### config.mk
export PLATFORM = sky130hd
export DESIGN_NAME = fib_node_table_flat
export DESIGN_NICKNAME = d
export VERILOG_FILES = /design/src/rtl/fib_node_table_pkg.sv /design/src/rtl/fib_node_table_if.sv /design/src/rtl/fib_node_table_free_stack.sv /design/src/rtl/fib_node_table.sv /design/src/flat_wrapper.sv
export SDC_FILE = /design/constraint.sdc
export NUM_CORES = 1
export LEC_CHECK = 0
export ABC_AREA = 0
export CAP_MARGIN = 20
export CORE_ASPECT_RATIO = 1.4
export CORE_MARGIN = 5
export CORE_UTILIZATION = 53
export CTS_BUF_LIST = sky130_fd_sc_hd__clkbuf_2
export DETAILED_ROUTE_END_ITERATION = 6
export PLACE_DENSITY = 0.81
export SLEW_MARGIN = 20
export SYNTH_ARGS = -nofsm -noshare
export SYNTH_HDL_FRONTEND = slang
export SYNTH_SLANG_ARGS = --single-unit
export TNS_END_PERCENT = 100
### constraint.sdc
create_clock -name clk_in -period 11.7 [get_ports clk_in]
set_input_delay 3.51 -clock clk_in [delete_from_list [all_inputs] [get_ports clk_in]]
set_output_delay 3.51 -clock clk_in [all_outputs]
set_load 0.005 [all_outputs]
### src/rtl/fib_node_table_pkg.sv
// fib_node_pkg: shared types for the FIB node table.
// node_t field widths are fixed here; fib_node_table's WORD_SIZE and
// POINTER_SIZE must match NODE_WORD_W / NODE_PTR_W.
package fib_node_pkg;

    localparam int NODE_WORD_W = 16;
    localparam int NODE_PTR_W  = 16;

    typedef enum logic [2:0] {
        OP_ALLOC     = 3'd0,
        OP_WRITE     = 3'd1,
        OP_SET_LEFT  = 3'd2,
        OP_SET_RIGHT = 3'd3,
        OP_READ      = 3'd4,
        OP_FREE      = 3'd5
    } op_e;

    typedef struct packed {
        logic [NODE_WORD_W-1:0] data;
        logic [NODE_PTR_W-1:0]  left;
        logic [NODE_PTR_W-1:0]  right;
        logic                   valid;
        logic                   lvalid;
        logic                   rvalid;
    } node_t;

    typedef enum logic [0:0] {
        ST_INIT = 1'b0,
        ST_RUN  = 1'b1
    } state_e;

endpackage

### src/rtl/fib_node_table_if.sv
// Command/response bus of the FIB node table. master = controller, slave = table.
interface fib_node_table_if #(
    parameter int WORD_SIZE    = 16,
    parameter int POINTER_SIZE = 16,
    parameter int DEPTH        = 16
);
    localparam int AW = $clog2(DEPTH);

    logic                    cmd_valid_in;
    logic                    cmd_ready_out;
    fib_node_pkg::op_e       cmd_op_in;
    logic [POINTER_SIZE-1:0] cmd_ptr_in;
    logic [WORD_SIZE-1:0]    cmd_data_in;
    logic [POINTER_SIZE-1:0] cmd_link_in;
    logic                    rsp_valid_out;
    logic                    rsp_err_out;
    logic [POINTER_SIZE-1:0] rsp_ptr_out;
    logic [WORD_SIZE-1:0]    rsp_data_out;
    logic [POINTER_SIZE-1:0] rsp_left_out;
    logic [POINTER_SIZE-1:0] rsp_right_out;
    logic [2:0]              rsp_flags_out;
    logic [AW:0]             free_count_out;

    modport master (
        output cmd_valid_in, cmd_op_in, cmd_ptr_in, cmd_data_in, cmd_link_in,
        input  cmd_ready_out, rsp_valid_out, rsp_err_out, rsp_ptr_out, rsp_data_out,
               rsp_left_out, rsp_right_out, rsp_flags_out, free_count_out
    );

    modport slave (
        input  cmd_valid_in, cmd_op_in, cmd_ptr_in, cmd_data_in, cmd_link_in,
        output cmd_ready_out, rsp_valid_out, rsp_err_out, rsp_ptr_out, rsp_data_out,
               rsp_left_out, rsp_right_out, rsp_flags_out, free_count_out
    );
endinterface

### src/rtl/fib_node_table_free_stack.sv
// fib_free_stack: LIFO of free node indices. Push on a full stack or pop on
// an empty one is ignored; top_idx is meaningful only when !empty.
module fib_free_stack #(
    parameter int DEPTH = 16,
    parameter int AW    = $clog2(DEPTH)
) (
    input  logic          clk_in,
    input  logic          rst_n_in,
    input  logic          push,
    input  logic [AW-1:0] push_idx,
    input  logic          pop,
    output logic [AW-1:0] top_idx,
    output logic          empty,
    output logic [AW:0]   count
);
    localparam logic [AW:0] FULL = (AW+1)'(DEPTH);

    logic [DEPTH-1:0][AW-1:0] stk_q;
    logic [AW:0]              count_q;
    logic [AW-1:0]            top_ptr;

    assign top_ptr = count_q[AW-1:0] - AW'(1);
    assign top_idx = stk_q[top_ptr];
    assign empty   = (count_q == '0);
    assign count   = count_q;

    // Push writes above the current top; pop just drops the top entry.
    always_ff @(posedge clk_in or negedge rst_n_in) begin
        if (!rst_n_in) begin
            stk_q   <= '0;
            count_q <= '0;
        end else if (push && count_q != FULL) begin
            stk_q[count_q[AW-1:0]] <= push_idx;
            count_q                <= count_q + 1'b1;
        end else if (pop && !empty) begin
            count_q <= count_q - 1'b1;
        end
    end
endmodule

### src/rtl/fib_node_table.sv
// fib_node_table: DEPTH FIB trie nodes with free-list allocator and a single
// command/response port. Responses are registered, one cycle after accept.
// Optional: FIB_NODE_TABLE_PARITY_EN adds one even-parity bit per node over
// {data,left,right}; a READ that sees a mismatch reports rsp_err_out.
module fib_node_table
    import fib_node_pkg::*;
#(
    parameter int WORD_SIZE    = NODE_WORD_W,
    parameter int POINTER_SIZE = NODE_PTR_W,
    parameter int DEPTH        = 16
) (
    input logic             clk_in,
    input logic             rst_n_in,
    fib_node_table_if.slave bus
);
    localparam int AW = $clog2(DEPTH);
    localparam logic [POINTER_SIZE:0] DEPTH_P = (POINTER_SIZE+1)'(DEPTH);

    state_e  state_q;
    logic [AW-1:0] init_idx_q;
    node_t   nodes [DEPTH];
    node_t   cur, upd_node;
    logic [AW-1:0] idx, upd_idx, push_idx, stk_top;
    logic    accept, idx_ok, link_ok, upd_en, push, pop, stk_empty;
    logic [AW:0] stk_count;
    logic    r_err;
    logic [POINTER_SIZE-1:0] r_ptr, r_left, r_right;
    logic [WORD_SIZE-1:0]    r_data;
    logic [2:0]              r_flags;
`ifdef FIB_NODE_TABLE_PARITY_EN
    logic [DEPTH-1:0] par_q;
`endif

    assign bus.cmd_ready_out  = (state_q == ST_RUN);
    assign bus.free_count_out = (state_q == ST_RUN) ? stk_count : '0;
    assign accept  = bus.cmd_valid_in & bus.cmd_ready_out;
    assign idx     = bus.cmd_ptr_in[AW-1:0];
    assign idx_ok  = {1'b0, bus.cmd_ptr_in} < DEPTH_P;
    assign link_ok = {1'b0, bus.cmd_link_in} < DEPTH_P;
    assign cur     = nodes[idx];

    fib_free_stack #(.DEPTH(DEPTH), .AW(AW)) u_stack (
        .clk_in   (clk_in),
        .rst_n_in (rst_n_in),
        .push     (push),
        .push_idx (push_idx),
        .pop      (pop),
        .top_idx  (stk_top),
        .empty    (stk_empty),
        .count    (stk_count)
    );

    // Decode the accepted command into a node update, stack action and response.
    always_comb begin
        r_err    = 1'b0;
        r_ptr    = bus.cmd_ptr_in;
        r_data   = '0;
        r_left   = '0;
        r_right  = '0;
        r_flags  = '0;
        upd_en   = 1'b0;
        upd_idx  = idx;
        upd_node = cur;
        push     = 1'b0;
        pop      = 1'b0;
        push_idx = idx;
        case (bus.cmd_op_in)
            OP_ALLOC: begin
                r_ptr = '0;
                if (stk_empty) begin
                    r_err = 1'b1;
                end else begin
                    pop            = 1'b1;
                    upd_en         = 1'b1;
                    upd_idx        = stk_top;
                    upd_node       = '0;
                    upd_node.valid = 1'b1;
                    r_ptr          = POINTER_SIZE'(stk_top);
                end
            end
            OP_WRITE: begin
                if (!idx_ok || !cur.valid) r_err = 1'b1;
                else begin
                    upd_en        = 1'b1;
                    upd_node.data = bus.cmd_data_in;
                end
            end
            OP_SET_LEFT: begin
                if (!idx_ok || !cur.valid || !link_ok) r_err = 1'b1;
                else begin
                    upd_en          = 1'b1;
                    upd_node.left   = bus.cmd_link_in;
                    upd_node.lvalid = 1'b1;
                end
            end
            OP_SET_RIGHT: begin
                if (!idx_ok || !cur.valid || !link_ok) r_err = 1'b1;
                else begin
                    upd_en          = 1'b1;
                    upd_node.right  = bus.cmd_link_in;
                    upd_node.rvalid = 1'b1;
                end
            end
            OP_READ: begin
                if (!idx_ok) r_err = 1'b1;
                else begin
                    r_data  = cur.data;
                    r_left  = cur.left;
                    r_right = cur.right;
                    r_flags = {cur.valid, cur.lvalid, cur.rvalid};
`ifdef FIB_NODE_TABLE_PARITY_EN
                    r_err   = (^{cur.data, cur.left, cur.right}) != par_q[idx];
`endif
                end
            end
            OP_FREE: begin
                if (!idx_ok || !cur.valid) r_err = 1'b1;
                else begin
                    upd_en          = 1'b1;
                    upd_node.valid  = 1'b0;
                    upd_node.lvalid = 1'b0;
                    upd_node.rvalid = 1'b0;
                    push            = 1'b1;
                end
            end
            default: r_err = 1'b1;
        endcase
        if (!accept) begin
            upd_en = 1'b0;
            push   = 1'b0;
            pop    = 1'b0;
        end
        // INIT owns the stack push port; no command is accepted then.
        if (state_q == ST_INIT) begin
            push     = 1'b1;
            push_idx = init_idx_q;
        end
    end

    // INIT seeds the free stack with DEPTH-1..0 so index 0 pops first.
    always_ff @(posedge clk_in or negedge rst_n_in) begin
        if (!rst_n_in) begin
            state_q    <= ST_INIT;
            init_idx_q <= AW'(DEPTH - 1);
        end else if (state_q == ST_INIT) begin
            if (init_idx_q == '0) state_q <= ST_RUN;
            else                  init_idx_q <= init_idx_q - 1'b1;
        end
    end

    // Node storage; reset clears every node including its valid bits.
    always_ff @(posedge clk_in or negedge rst_n_in) begin
        if (!rst_n_in) begin
            for (int i = 0; i < DEPTH; i++) nodes[i] <= '0;
        end else if (upd_en) begin
            nodes[upd_idx] <= upd_node;
        end
    end

`ifdef FIB_NODE_TABLE_PARITY_EN
    // Parity follows every node update.
    always_ff @(posedge clk_in or negedge rst_n_in) begin
        if (!rst_n_in)   par_q <= '0;
        else if (upd_en) par_q[upd_idx] <= ^{upd_node.data, upd_node.left, upd_node.right};
    end
`endif

    // Registered response; all fields held at zero when no response.
    always_ff @(posedge clk_in or negedge rst_n_in) begin
        if (!rst_n_in) begin
            bus.rsp_valid_out <= 1'b0;
            bus.rsp_err_out   <= 1'b0;
            bus.rsp_ptr_out   <= '0;
            bus.rsp_data_out  <= '0;
            bus.rsp_left_out  <= '0;
            bus.rsp_right_out <= '0;
            bus.rsp_flags_out <= '0;
        end else begin
            bus.rsp_valid_out <= accept;
            bus.rsp_err_out   <= accept ? r_err   : 1'b0;
            bus.rsp_ptr_out   <= accept ? r_ptr   : '0;
            bus.rsp_data_out  <= accept ? r_data  : '0;
            bus.rsp_left_out  <= accept ? r_left  : '0;
            bus.rsp_right_out <= accept ? r_right : '0;
            bus.rsp_flags_out <= accept ? r_flags : '0;
        end
    end
endmodule

### src/flat_wrapper.sv
// flat-port wrapper written by rule: the top's interface ports become plain ports
module fib_node_table_flat import fib_node_pkg::*;
#(
    parameter int WORD_SIZE    = NODE_WORD_W,
    parameter int POINTER_SIZE = NODE_PTR_W,
    parameter int DEPTH        = 16
)
  (clk_in, rst_n_in, bus_cmd_valid_in, bus_cmd_op_in, bus_cmd_ptr_in, bus_cmd_data_in, bus_cmd_link_in, bus_cmd_ready_out, bus_rsp_valid_out, bus_rsp_err_out, bus_rsp_ptr_out, bus_rsp_data_out, bus_rsp_left_out, bus_rsp_right_out, bus_rsp_flags_out, bus_free_count_out);
  fib_node_table_if #(.WORD_SIZE(WORD_SIZE), .POINTER_SIZE(POINTER_SIZE), .DEPTH(DEPTH)) bus_i ();
  input logic clk_in;
  input logic rst_n_in;
  input wire logic [$bits(bus_i.cmd_valid_in)-1:0] bus_cmd_valid_in;
  input wire logic [$bits(bus_i.cmd_op_in)-1:0] bus_cmd_op_in;
  input wire logic [$bits(bus_i.cmd_ptr_in)-1:0] bus_cmd_ptr_in;
  input wire logic [$bits(bus_i.cmd_data_in)-1:0] bus_cmd_data_in;
  input wire logic [$bits(bus_i.cmd_link_in)-1:0] bus_cmd_link_in;
  output wire logic [$bits(bus_i.cmd_ready_out)-1:0] bus_cmd_ready_out;
  output wire logic [$bits(bus_i.rsp_valid_out)-1:0] bus_rsp_valid_out;
  output wire logic [$bits(bus_i.rsp_err_out)-1:0] bus_rsp_err_out;
  output wire logic [$bits(bus_i.rsp_ptr_out)-1:0] bus_rsp_ptr_out;
  output wire logic [$bits(bus_i.rsp_data_out)-1:0] bus_rsp_data_out;
  output wire logic [$bits(bus_i.rsp_left_out)-1:0] bus_rsp_left_out;
  output wire logic [$bits(bus_i.rsp_right_out)-1:0] bus_rsp_right_out;
  output wire logic [$bits(bus_i.rsp_flags_out)-1:0] bus_rsp_flags_out;
  output wire logic [$bits(bus_i.free_count_out)-1:0] bus_free_count_out;
  assign bus_i.cmd_valid_in = bus_cmd_valid_in;
  assign bus_i.cmd_op_in = bus_cmd_op_in;
  assign bus_i.cmd_ptr_in = bus_cmd_ptr_in;
  assign bus_i.cmd_data_in = bus_cmd_data_in;
  assign bus_i.cmd_link_in = bus_cmd_link_in;
  assign bus_cmd_ready_out = bus_i.cmd_ready_out;
  assign bus_rsp_valid_out = bus_i.rsp_valid_out;
  assign bus_rsp_err_out = bus_i.rsp_err_out;
  assign bus_rsp_ptr_out = bus_i.rsp_ptr_out;
  assign bus_rsp_data_out = bus_i.rsp_data_out;
  assign bus_rsp_left_out = bus_i.rsp_left_out;
  assign bus_rsp_right_out = bus_i.rsp_right_out;
  assign bus_rsp_flags_out = bus_i.rsp_flags_out;
  assign bus_free_count_out = bus_i.free_count_out;
  fib_node_table #(.WORD_SIZE(WORD_SIZE), .POINTER_SIZE(POINTER_SIZE), .DEPTH(DEPTH)) u_core (.clk_in(clk_in), .rst_n_in(rst_n_in), .bus(bus_i));
endmodule
Word level (Yosys, flattened, before mapping)
Index checks and enable logic that the tools add are counted.
Cells by class
  reduce and logical (&&, ||, !) cells: 17
  eq/ne operators: 6
  bitwise gates (word level): 5
  magnitude comparators: 8
  multiplexer cells: 63
  $add $sub $neg: 4
Operators by type and width (number)
  $bwmux 816: 1
  $mux 16: 14
  $bmux 51 s4: 1
  $demux 51 s4: 1
  $mux 51: 4
  $pmux 16 s2: 3
  $bwmux 64: 1
  $lt 16x5->1 const B: 2
  $mux 4: 6
  $mux 1: 18
  $bmux 4 s4: 1
  $demux 4 s4: 1
  $mux 5: 3
  $mux 3: 4
  $ge 5x5->1 const B: 2
  $lt 4x5->1 const B: 2
  $not 4->5: 2
  $pmux 1 s3: 3
  $sub 4x1->4 const B: 2
  $eq 3x2->1 const B: 2
  $eq 3x3->1 const B: 2
  $add 5x1->5 const B: 1
  $logic_not 5->1: 1
  $lt 5x1->1 const B: 1
  16 further kinds: 25
Word-level totals
  register bits after elaboration: 959
  output and inout port bits: 75
  word-level logic and storage cells: 225
  input port bits: 54

Depth between registers and ports, before layout
Gate-level depths: netlist (run 1).
  depth after elaboration: 12
  mapped depth: 12
  mapped depth without buffers: 10

Hierarchy
Synthesis (run 1) repeated with hierarchy kept, for this count alone.
Unflattened totals
  cells, all modules: 2799
  area, all modules: 43579.3 um^2
Modules (own cells, without submodules)
  fib_node_table: times used 1, cells an instance 2524, seq. area each 22276.4 um^2, area each 40088.4 um^2
  fib_free_stack: times used 1, cells an instance 275, seq. area each 1726.7 um^2, area each 3490.8 um^2

Least setup slack after synthesis (run 1)
Ideal clock, no wire load.
  kind: input -> register
  start point: in bus_cmd_ptr_in[0]
  end point: reg u_core.nodes[132] (netlist name)
  data arrival time: 6.177 ns
  library setup time: 0.128 ns
  cell stages on the path: 8
  path buffers: 4
  path slack: 5.396 ns
  cell sequence: buf_2 > buf_1 > buf_2 > mux4_2 > mux4_2 > and2_0 > clkbuf_1 > mux2_1
On the way
  word-level cells in the longest chain between the ends: 10
RTL lines
  start, declared: line flat_wrapper.sv:14  | input wire logic [$bits(bus_i.cmd_ptr_in)-1:0] bus_cmd_ptr_in;
  parallel branches: the longest is 10 deep, another holds $lt 16x5->1
  end signal, assigned by index: line fib_node_table.sv:156  | nodes[upd_idx] <= upd_node;
  end, declared: line fib_node_table.sv:21  | node_t nodes [DEPTH];
Parallel ways; which one is timed is not known. The select of a mux whose other input is x is not followed.
A chain may end at the register's enable or synchronous reset.

Worst setup path in the final report (run 1)
  start point: in bus_cmd_op_in[1]
  end point: reg u_core.nodes[471] (netlist name)
On the way
  word-level cells in the longest chain between the ends: 8
RTL lines
  start, declared: line flat_wrapper.sv:13  | input wire logic [$bits(bus_i.cmd_op_in)-1:0] bus_cmd_op_in;
  $logic_not 3->1: line fib_node_table.sv:67  | case (bus.cmd_op_in)
  $mux 4: line fib_node_table.sv:67
  $not 4->5 (implied by the code): line fib_node_table.sv:156
  $ge 5x5->1 (implied by the code) or $lt 5x1->1 (tied branches): line fib_node_table.sv:156
  $logic_and 1x1->1 (implied by the code): line fib_node_table.sv:156
  $mux 51 (implied by the code): line fib_node_table.sv:156
  $demux 51 s4: line fib_node_table.sv:156
  $bwmux 816: line fib_node_table.sv:156
Parallel ways exist; a longest one is shown, timed or not.

==> reports/metrics.yaml, run 1 <==
status:
  status: "finished clean"
cts:
  cts_tree: "built"
  cts-hold-fix-buffers: 0
  clkTransAtPathRegs_ns: 0.10
  worstSkewPairLatency_ns: 1.43
  cts_made_buffers: 212
  cts_setup_buffers: 0
  clock_path_buffers: 3
  cts_resized: 0
  h-tree-depth: 4
  clock_sinks: 959
  cts_root_buffer: "clkbuf_2"
drt:
  via_per_inst: 6.01
  via_count: 24600
  first_pass_iters: 6
  routed_wl_um: 99100
  antenna_left: 0
  wl_per_cell_um: 24.1
  drc: 0
  drtIter0Drc: 1632
placed_design:
  io_buffers: 128
  pre_cts_ws_ns: 2.99
  place_area_um2: 45400
  dp_hpwl_um: 56900
  globalplace.congestion: 0.807
sta:
  clock.fmax_mhz: 143
  setup_viol: 0
  relSlewSlack_pct: 23.8
  period_minus_slack_ns: 6.98
  fin_tns_setup_ns: 0
  fin_ws_ns: 4.72
  clock_skew_ns: 0.108
  post-route-period-util_pct: 59.7
  rsz0062_at_grt: "no"
  finalHoldViolations: 0
  slew_viol_final: 0
  worst_pin_slew_ns: 1.14
global_route:
  antenna_found_initial: 2
  overflow: 0
  grt_pass1_wl_um: 159000
  grt_max_degree: 183
  grt_pass1_vias: 28200
  track_usage_pct: 23.1
floorplan:
  io_pins: 129
  die_area_um2: 87400
  die_w_um: 251
  coreArea_um2: 81300
  die_h_um: 348
  initial_core_util_pct: 53.2
  num_rows: 124
yosys:
  synth_nets: 2750
  ys_types: 56
  ys_ff_latch: 959
  synth_top_family_by_area: "multiplexers"
  muxShareOfSynthArea_pct: 37.5
  synth_cells: 2685
  synth-adder-area-share_pct: 0.336
  synth_edf_count: 0
  ys_seq_area_share_pct: 55.5
  ys.warnings.count: 0
  ys.flop_type: "dfrtp_1"
  synth_compound_area_share_pct: 0.970
  synth-xor-area-share_pct: 0.162
  synthArstFlopShare_pct: 100
  synth_area_um2: 43200
  syn_avg_cell_area_um2: 16.1
  synth-simple-area-share_pct: 3.07
cells_and_area:
  nets: 2918
  multi_input_area_um2: 18400
  nFillCells: 6182
  layout-drive-gt1-share_pct: 49.1
  layout_commonest_cell: "dfrtp_1"
  syn_to_final_growth_pct: 9.75
  regArea_um2: 24000
  stdcell_area_um2: 47400
  final_cell_mix: "dfrtp_1, mux2_2, clkbuf_2"
power_and_ir_drop:
  peakVddDrop_mv: 0.129
  p_per_area_nw_per_um2: 126
  p_leak_uw: 0.0231
  finalPower_uw: 5960
setup_path:
  end_kind: "flip-flop"
  cp_max_fo: 39
  required_ns: 12.93
  crit_type: "in -> reg"
  cp-start-kind: "input port"
  arrival_ns: 8.21
  r2r_slack_ns: 6.11
run:
  maxCapViolations: 0
min_path:
  min_path_type: "reg -> reg"
final timing paths:
path / from / end / depth (start not counted)
setup / recovery: bus_cmd_op_in[1] / u_core.nodes[471] / 7
hold / removal: u_core.nodes[418] / u_core.nodes[418] / 1
setup reg to reg: u_core.u_stack.count[0] / u_core.nodes[471] / 9
hold reg to reg: u_core.nodes[418] / u_core.nodes[418] / 1
max in group asynchronous: rst_n_in / u_core.bus.rsp_left_out[12] / 4
min in group asynchronous: rst_n_in / u_core.nodes[145] / 1
worst max-delay path, cell delays in order:
cell,delay [ns]
clkdlybuf4s50_1,0.73
or3_1,0.58
nor2_2,0.54
mux2i_4,0.77
nand4b_1,0.97
buf_4,0.69
mux2_2,0.37
power by group:
group          switching [uW]  leakage, uW  internal (uW)
Clock                    1300      0.00147            748
Combinational             333      0.00837            219
Sequential               27.5       0.0133           3330
layout make-up:
cell class                      count  area share (%)
Antenna cell                        3          0.0158
Clock buffer                      314            3.31
Clock inverter                     76           0.749
Inverter                           15           0.119
Multi-Input combinational cell   1482            38.7
Sequential cell                   959            50.6
Tap cell                         1071            2.82
Timing Repair Buffer              183            3.68
Yosys cell counts (all sizes together) (8+ instances only):
library cell / number / area, um^2
o21ai: 23 / 115
ha: 10 / 125
dfrtp: 955 / 23900
clkbuf: 125 / 469
nor2: 18 / 70.1
nand2: 67 / 251
mux4: 274 / 6170
mux2i: 10 / 108
and2: 94 / 588
a21oi: 9 / 45.0
mux2: 883 / 9940
buf: 104 / 513
nor4: 8 / 56.3
inv: 15 / 56.3
nor3: 12 / 60.1
registers in the layout, indices dropped and copies added, names as in the netlist:
name and count:
u_core.u_stack.stk_q 64, u_core.bus.rsp_right_out 16, u_core.init_idx_q 4, u_core.bus.rsp_flags_out 3
u_core.nodes 816, u_core.bus.rsp_ptr_out 16, u_core.bus.rsp_valid_out 1, u_core.bus.rsp_data_out 16
u_core.bus.rsp_left_out 16, u_core.u_stack.count 5, u_core.bus.rsp_err_out 1, u_core.bus.cmd_ready_out 1
kinds of logic (layout without fill, tap and decap cells):
kind of cell / count (synthesis) / count (layout)
flip-flops: 959 / 959
other: 0 / 3
AND/OR/NAND/NOR: 234 / 234
AO/OA/AOI/OAI: 62 / 62
adder cells (fa/ha/maj): 11 / 11
XOR/XNOR: 8 / 8
multiplexers: 1167 / 1167
buffers and inverters: 244 / 588
stage by stage:
stage          hold slack [ns]  instances  util [%]
4_1_cts                  0.494       4094      58.2
6_report                 0.488       4103      58.4
3_3_place_gp             0.462       3704      55.8
3_5_place_dp             0.470       3704      55.8
5_1_grt                  0.508       4101      58.3
2_1_floorplan            0.452       2685         -
routing by layer:
metal  up-vias  part of all wire (%)  GRT usage, %
li1      10400                     -             -
met2       745                    52          40.1
met3       228                   4.9          4.65
met4         0                   3.0          8.14
met1     13200                    40          29.1
met5         -                     0             0
(Power assumes the default switching activity.)
==> run 2, diff against run 1 <==
--- a/config.mk
+++ b/config.mk
@@ -12,7 +12,7 @@
 export CORE_UTILIZATION = 53
 export CTS_BUF_LIST = sky130_fd_sc_hd__clkbuf_2
 export DETAILED_ROUTE_END_ITERATION = 6
-export PLACE_DENSITY = 0.81
+export PLACE_DENSITY = 0.84
 export SLEW_MARGIN = 20
 export SYNTH_ARGS = -nofsm -noshare
 export SYNTH_HDL_FRONTEND = slang
==> constraint.sdc (replaced) <==
create_clock -name clk_in -period 5.9 [get_ports clk_in]
set_input_delay 1.77 -clock clk_in [delete_from_list [all_inputs] [get_ports clk_in]]
set_output_delay 1.77 -clock clk_in [all_outputs]
set_load 0.005 [all_outputs]
==> run 2 against run 1 <==
  * Die area did not move
  * Sequential power rose by 98%
  * Clock power rose by 95%
  * Routed wire length rose by 0.66%
  * Combinational power rose by 99%
  * Clock-buffer cell count rose by 2
  * Core utilization rose by 0.51 points
  * First-iteration DRC count rose by 20%
  * Sequential share of layout area fell by 0.44 points
  * Critical path type is now reg -> reg
  * Critical endpoint is now u_core.nodes[522]
  * Largest cell class unchanged
==> reports/metrics.yaml, run 2 (synthesized netlist as in run 1, its figures left out) <==
sta:
  rsz0062_at_grt: "no"
  post-route-period-util_pct: 80.9
  clock.fmax_mhz: 210
  worst_pin_slew_ns: 1.15
  slew_viol_final: 0
  finalHoldViolations: 0
  period_minus_slack_ns: 4.77
  clock_skew_ns: 0.0950
  fin_tns_setup_ns: 0
  setup_viol: 0
  relSlewSlack_pct: 23.2
drt:
  wl_per_cell_um: 24.2
  antenna_left: 0
  drtIter0Drc: 1953
  drc: 0
  via_count: 24800
  first_pass_iters: 7
  via_per_inst: 6.02
  routed_wl_um: 99700
floorplan:
  initial_core_util_pct: 53.2
  num_rows: 124
  coreArea_um2: 81300
  io_pins: 129
  die_area_um2: 87400
  die_h_um: 348
  die_w_um: 251
min_path:
  min_path_type: "in -> async"
cts:
  cts_made_buffers: 211
  clock_sinks: 959
  cts_setup_buffers: 0
  cts-hold-fix-buffers: 0
  clock_path_buffers: 3
  clkTransAtPathRegs_ns: 0.11
  h-tree-depth: 4
  cts_resized: 0
  cts_tree: "built"
  worstSkewPairLatency_ns: 1.44
  cts_root_buffer: "clkbuf_2"
global_route:
  grt_max_degree: 137
  grt_pass1_vias: 28100
  grt_pass1_wl_um: 159000
  track_usage_pct: 23.1
  antenna_found_initial: 4
  overflow: 0
power_and_ir_drop:
  p_per_area_nw_per_um2: 246
  p_leak_uw: 0.0233
  peakVddDrop_mv: 0.202
cells_and_area:
  largestRegisters: "u_core.nodes: 816 flops, u_core.u_stack.stk_q: 64 flops"
  stdcell_count: 4121
  nFillCells: 6081
  final_cell_mix: "dfrtp_1, mux2_2, clkbuf_2"
  syn_to_final_growth_pct: 10.7
  layout_commonest_cell: "dfrtp_1"
  stdcell_area_um2: 47900
  regMostFlops: "u_core.nodes"
  layout-drive-gt1-share_pct: 49.6
  nets: 2944
  largest_reg_flops: 816
setup_path:
  worstRegToRegCells: 10
  end_kind: "flip-flop"
  cp_max_fo: 23
  r2r_slack_ns: 1.13
  required_ns: 7.15
  r2r_start: "u_core.u_stack.count[0]"
  cp-start-kind: "flip-flop"
  rr_endpoint: "u_core.nodes[522]"
  crit_type: "reg -> reg"
  arrival_ns: 6.02
placed_design:
  globalplace.congestion: 0.849
  dp.cells: 3732
  dp_hpwl_um: 58800
  io_buffers: 128
  place_area_um2: 45900
status:
  status: "finished clean"
run:
  maxCapViolations: 0
==> run 2: changes by cell type in the layout (fill, tap and decap cells not counted), sizes merged <==
cell and change:
inv +1, clkinvlp -2, diode +3, clkbuf +1
buf +28, clkinv -13
==> run 2: area by class of cell <==
type                            instances  area, um^2  area share, %
Sequential cell                       959       24000           50.2
Multi-Input combinational cell       1482       18300           38.3
Timing Repair Buffer                  210        2210           4.62
Clock buffer                          316        1580           3.31
Tap cell                             1071        1340           2.80
Clock inverter                         62         298          0.622
Inverter                               15        56.3          0.118
Antenna cell                            6        15.0         0.0314
==> run 2: stage by stage <==
stage / hold WS, ns / power (uW) / util, % / setup slack (ns)
after floorplan: 0.452 / 7410 / - / 1.34
after global placement: 0.462 / 7860 / 56.4 / 0.542
after detailed placement: 0.474 / 7880 / 56.4 / 0.440
after CTS: 0.362 / 11900 / 58.7 / 1.12
after global routing: 0.0891 / 12300 / 58.9 / 0.915
final: 0.229 / 11800 / 58.9 / 1.13
==> run 2: report_power, final <==
part           total [uW]  switching, uW  internal (uW)  leakage, uW
combinational        1100            648            450      0.00862
clock                4000           2520           1480      0.00146
sequential           6660           53.6           6600       0.0133
total               11800           3220           8530       0.0233
==> run 2: per-layer routing <==
metal  wire length (um)  vias to the layer above  GRT usage (%)
met5                  0                        -              0
met4               2830                        0           8.29
met3               5130                      193           4.66
met2              52200                      735           39.8
met1              39500                    13400           29.4
li1                   -                    10500              -
==> run 2: worst max path at each step <==
stage                             from           endpoint  slack, ns  cells past startpoint
2_1_floorplan        bus_cmd_ptr_in[0]  u_core.nodes[132]       1.34                      8
3_3_place_gp          bus_cmd_op_in[1]  u_core.nodes[130]       0.54                      9
3_5_place_dp         bus_cmd_ptr_in[2]  u_core.nodes[250]       0.44                      7
4_1_cts        u_core.u_stack.count[0]  u_core.nodes[522]       1.12                     10
5_1_grt        u_core.u_stack.count[0]  u_core.nodes[522]       0.92                     10
6_report       u_core.u_stack.count[0]  u_core.nodes[522]       1.13                     10
==> run 2: worst max-delay path, stage by stage, from the launching register on <==
cell	delay, ns
dfrtp_1	0.34
buf_4	0.35
inv_1	0.19
ha_1	0.84
mux4_2	0.42
mux4_2	0.55
mux2i_2	0.50
buf_4	0.27
nand4bb_4	0.44
buf_4	0.39
mux2_2	0.28
==> run 3, diff against run 2 <==
--- a/config.mk
+++ b/config.mk
@@ -12,7 +12,7 @@
 export CORE_UTILIZATION = 53
 export CTS_BUF_LIST = sky130_fd_sc_hd__clkbuf_2
 export DETAILED_ROUTE_END_ITERATION = 6
-export PLACE_DENSITY = 0.84
+export PLACE_DENSITY = 0.81
 export SLEW_MARGIN = 20
 export SYNTH_ARGS = -nofsm -noshare
 export SYNTH_HDL_FRONTEND = slang
==> constraint.sdc (replaced) <==
create_clock -name clk_in -period 4.75 [get_ports clk_in]
set_input_delay 1.425 -clock clk_in [delete_from_list [all_inputs] [get_ports clk_in]]
set_output_delay 1.425 -clock clk_in [all_outputs]
set_load 0.005 [all_outputs]
==> run 3 against run 2 <==
  * Sequential power grew 24%
  * Power grew 25%
  * Sequential share of layout area shrank 0.42 points
  * Final area grew 0.84%
  * Worst hold slack gained 0.26 ns
  * Final cell count grew 0.68%
  * Combinational power grew 28%
  * Clock skew grew 0.033 ns
  * Routed wire length grew 2.0%
  * Setup slack lost 0.75 ns
  * Non-clock buffer count grew 27
  * Largest power group unchanged
==> reports/metrics.yaml, run 3 (synthesized netlist as in run 1, its figures left out) <==
cells_and_area:
  stdcell_count: 4149
  nets: 2970
  layout-drive-gt1-share_pct: 50.2
  syn_to_final_growth_pct: 11.6
  regMostFlops: "u_core.nodes"
  largest_reg_flops: 816
  multi_input_area_um2: 18300
  final_cell_mix: "dfrtp_1, mux2_2, clkbuf_2"
  regArea_um2: 24000
  largestRegisters: "u_core.nodes: 816 flops, u_core.u_stack.stk_q: 64 flops"
  nFillCells: 6148
  layout_commonest_cell: "dfrtp_1"
sta:
  relSlewSlack_pct: 27.3
  timing.hold.ws_ns: 0.493
  clock_skew_ns: 0.128
  fin_ws_ns: 0.375
  period_minus_slack_ns: 4.37
  fin_tns_setup_ns: 0
  worst_pin_slew_ns: 1.08
  clock.fmax_mhz: 229
  slew_viol_final: 0
  finalHoldViolations: 0
  setup_viol: 0
  rsz0062_at_grt: "no"
  post-route-period-util_pct: 92.1
cts:
  cts_resized: 0
  clkTransAtPathRegs_ns: 0.11
  worstSkewPairLatency_ns: 1.45
  cts_root_buffer: "clkbuf_2"
  h-tree-depth: 4
  clock_path_buffers: 3
  cts_made_buffers: 210
  clock_sinks: 959
  cts_tree: "built"
floorplan:
  coreArea_um2: 81300
  die_w_um: 251
  die_area_um2: 87400
  die_h_um: 348
  initial_core_util_pct: 53.2
  num_rows: 124
  io_pins: 129
min_path:
  min_path_type: "reg -> reg"
  min_from: "u_core.nodes[90]"
  hold_path_depth: 1
  whs_endpoint: "u_core.nodes[90]"
run:
  maxCapViolations: 0
global_route:
  grt_pass1_wl_um: 163000
  grt_pass1_vias: 28700
  antenna_found_initial: 5
  grt_max_degree: 105
  track_usage_pct: 23.8
  overflow: 0
setup_path:
  cp_cell_sequence: "and2_1 -> clkdlybuf4s50_1"
  crit_type: "reg -> out"
  cp_max_fo: 19
  crit_family: "flip-flops"
  cp-start-kind: "flip-flop"
  worstSetupPathDepth: 2
  path_buf_inv: 1
  arrival_ns: 2.95
  worstRegToRegCells: 8
  r2r_start: "u_core.u_stack.count[1]"
  rr_endpoint: "u_core.nodes[178]"
  slowest_stage: "dfrtp_1"
  r2r_slack_ns: 0.38
  required_ns: 3.32
  slowest_delay_ns: 0.79
  end_kind: "output pin"
power_and_ir_drop:
  p_per_area_nw_per_um2: 305
  peakVddDrop_mv: 0.291
  p_leak_uw: 0.0235
drt:
  via_per_inst: 6.05
  first_pass_iters: 6
  dr_wl_met3_um: 5490
  via_count: 25100
  drc: 0
  routed_wl_um: 102000
  antenna_left: 0
  top_layer: "met4"
  wl_met1_um: 39800
  wl_per_cell_um: 24.5
  drtIter0Drc: 1608
  route.met2.wl_um: 53200
status:
  status: "finished clean"
placed_design:
  dp_hpwl_um: 60100
  dp.cells: 3760
  pre_cts_ws_ns: 0.104
  globalplace.congestion: 0.815
  io_buffers: 128
==> run 3: power breakdown <==
group / total [uW] / internal, uW / switching [uW]
registers: 8270 / 8200 / 69.7
clock network: 5040 / 1910 / 3130
logic: 1410 / 586 / 829
==> run 3: metal layers <==
layer  global-route usage, %  vias to the layer above
met4                    8.62                        0
met3                    5.04                      226
met2                    41.2                      798
met5                       0                        -
li1                        -                    10600
met1                    29.8                    13500
==> run 3: worst register-to-register path: stages (launching register included) <==
cell and delay, ns:
dfrtp_1 0.49, inv_1 0.17, ha_1 0.82, mux4_2 0.44
mux4_2 0.55, mux2i_2 0.49, nand4bb_4 0.27, buf_4 0.61
mux2_2 0.43
==> run 3: worst max path at each step <==
stage	startpoint	slack, ns	to
after floorplan	bus_cmd_ptr_in[0]	0.53	u_core.nodes[132]
after global placement	bus_cmd_ptr_in[13]	0.18	u_core.nodes[407]
after detailed placement	bus_cmd_op_in[1]	0.10	u_core.nodes[61]
after CTS	u_core.bus.cmd_ready_out	0.25	bus_free_count_out[1]
after global routing	u_core.bus.cmd_ready_out	0.13	bus_free_count_out[1]
final	u_core.bus.cmd_ready_out	0.38	bus_free_count_out[4]
==> run 3: cell type report <==
cell class,instances,area share [%]
inverter,15,0.117
timing repair buffer,237,5.35
clock buffer,322,3.34
sequential,959,49.7
tap,1071,2.78
multi-input combinational,1482,38.0
antenna,6,0.0311
clock inverter,57,0.612
==> run 3: through the flow <==
step           power [uW]  instance area [um^2]  utilization [%]
3_3_place_gp         9810                 46300             56.9
2_1_floorplan        9210                 43200                -
5_1_grt             15400                 48300             59.4
6_report            14700                 48300             59.4
3_5_place_dp         9850                 46300             56.9
4_1_cts             14900                 48200             59.3
==> run 3: timing repair <==
item	CTS	global route
hold buffers	1	0
hold endpoints to repair	74	0
setup buffers	0	0
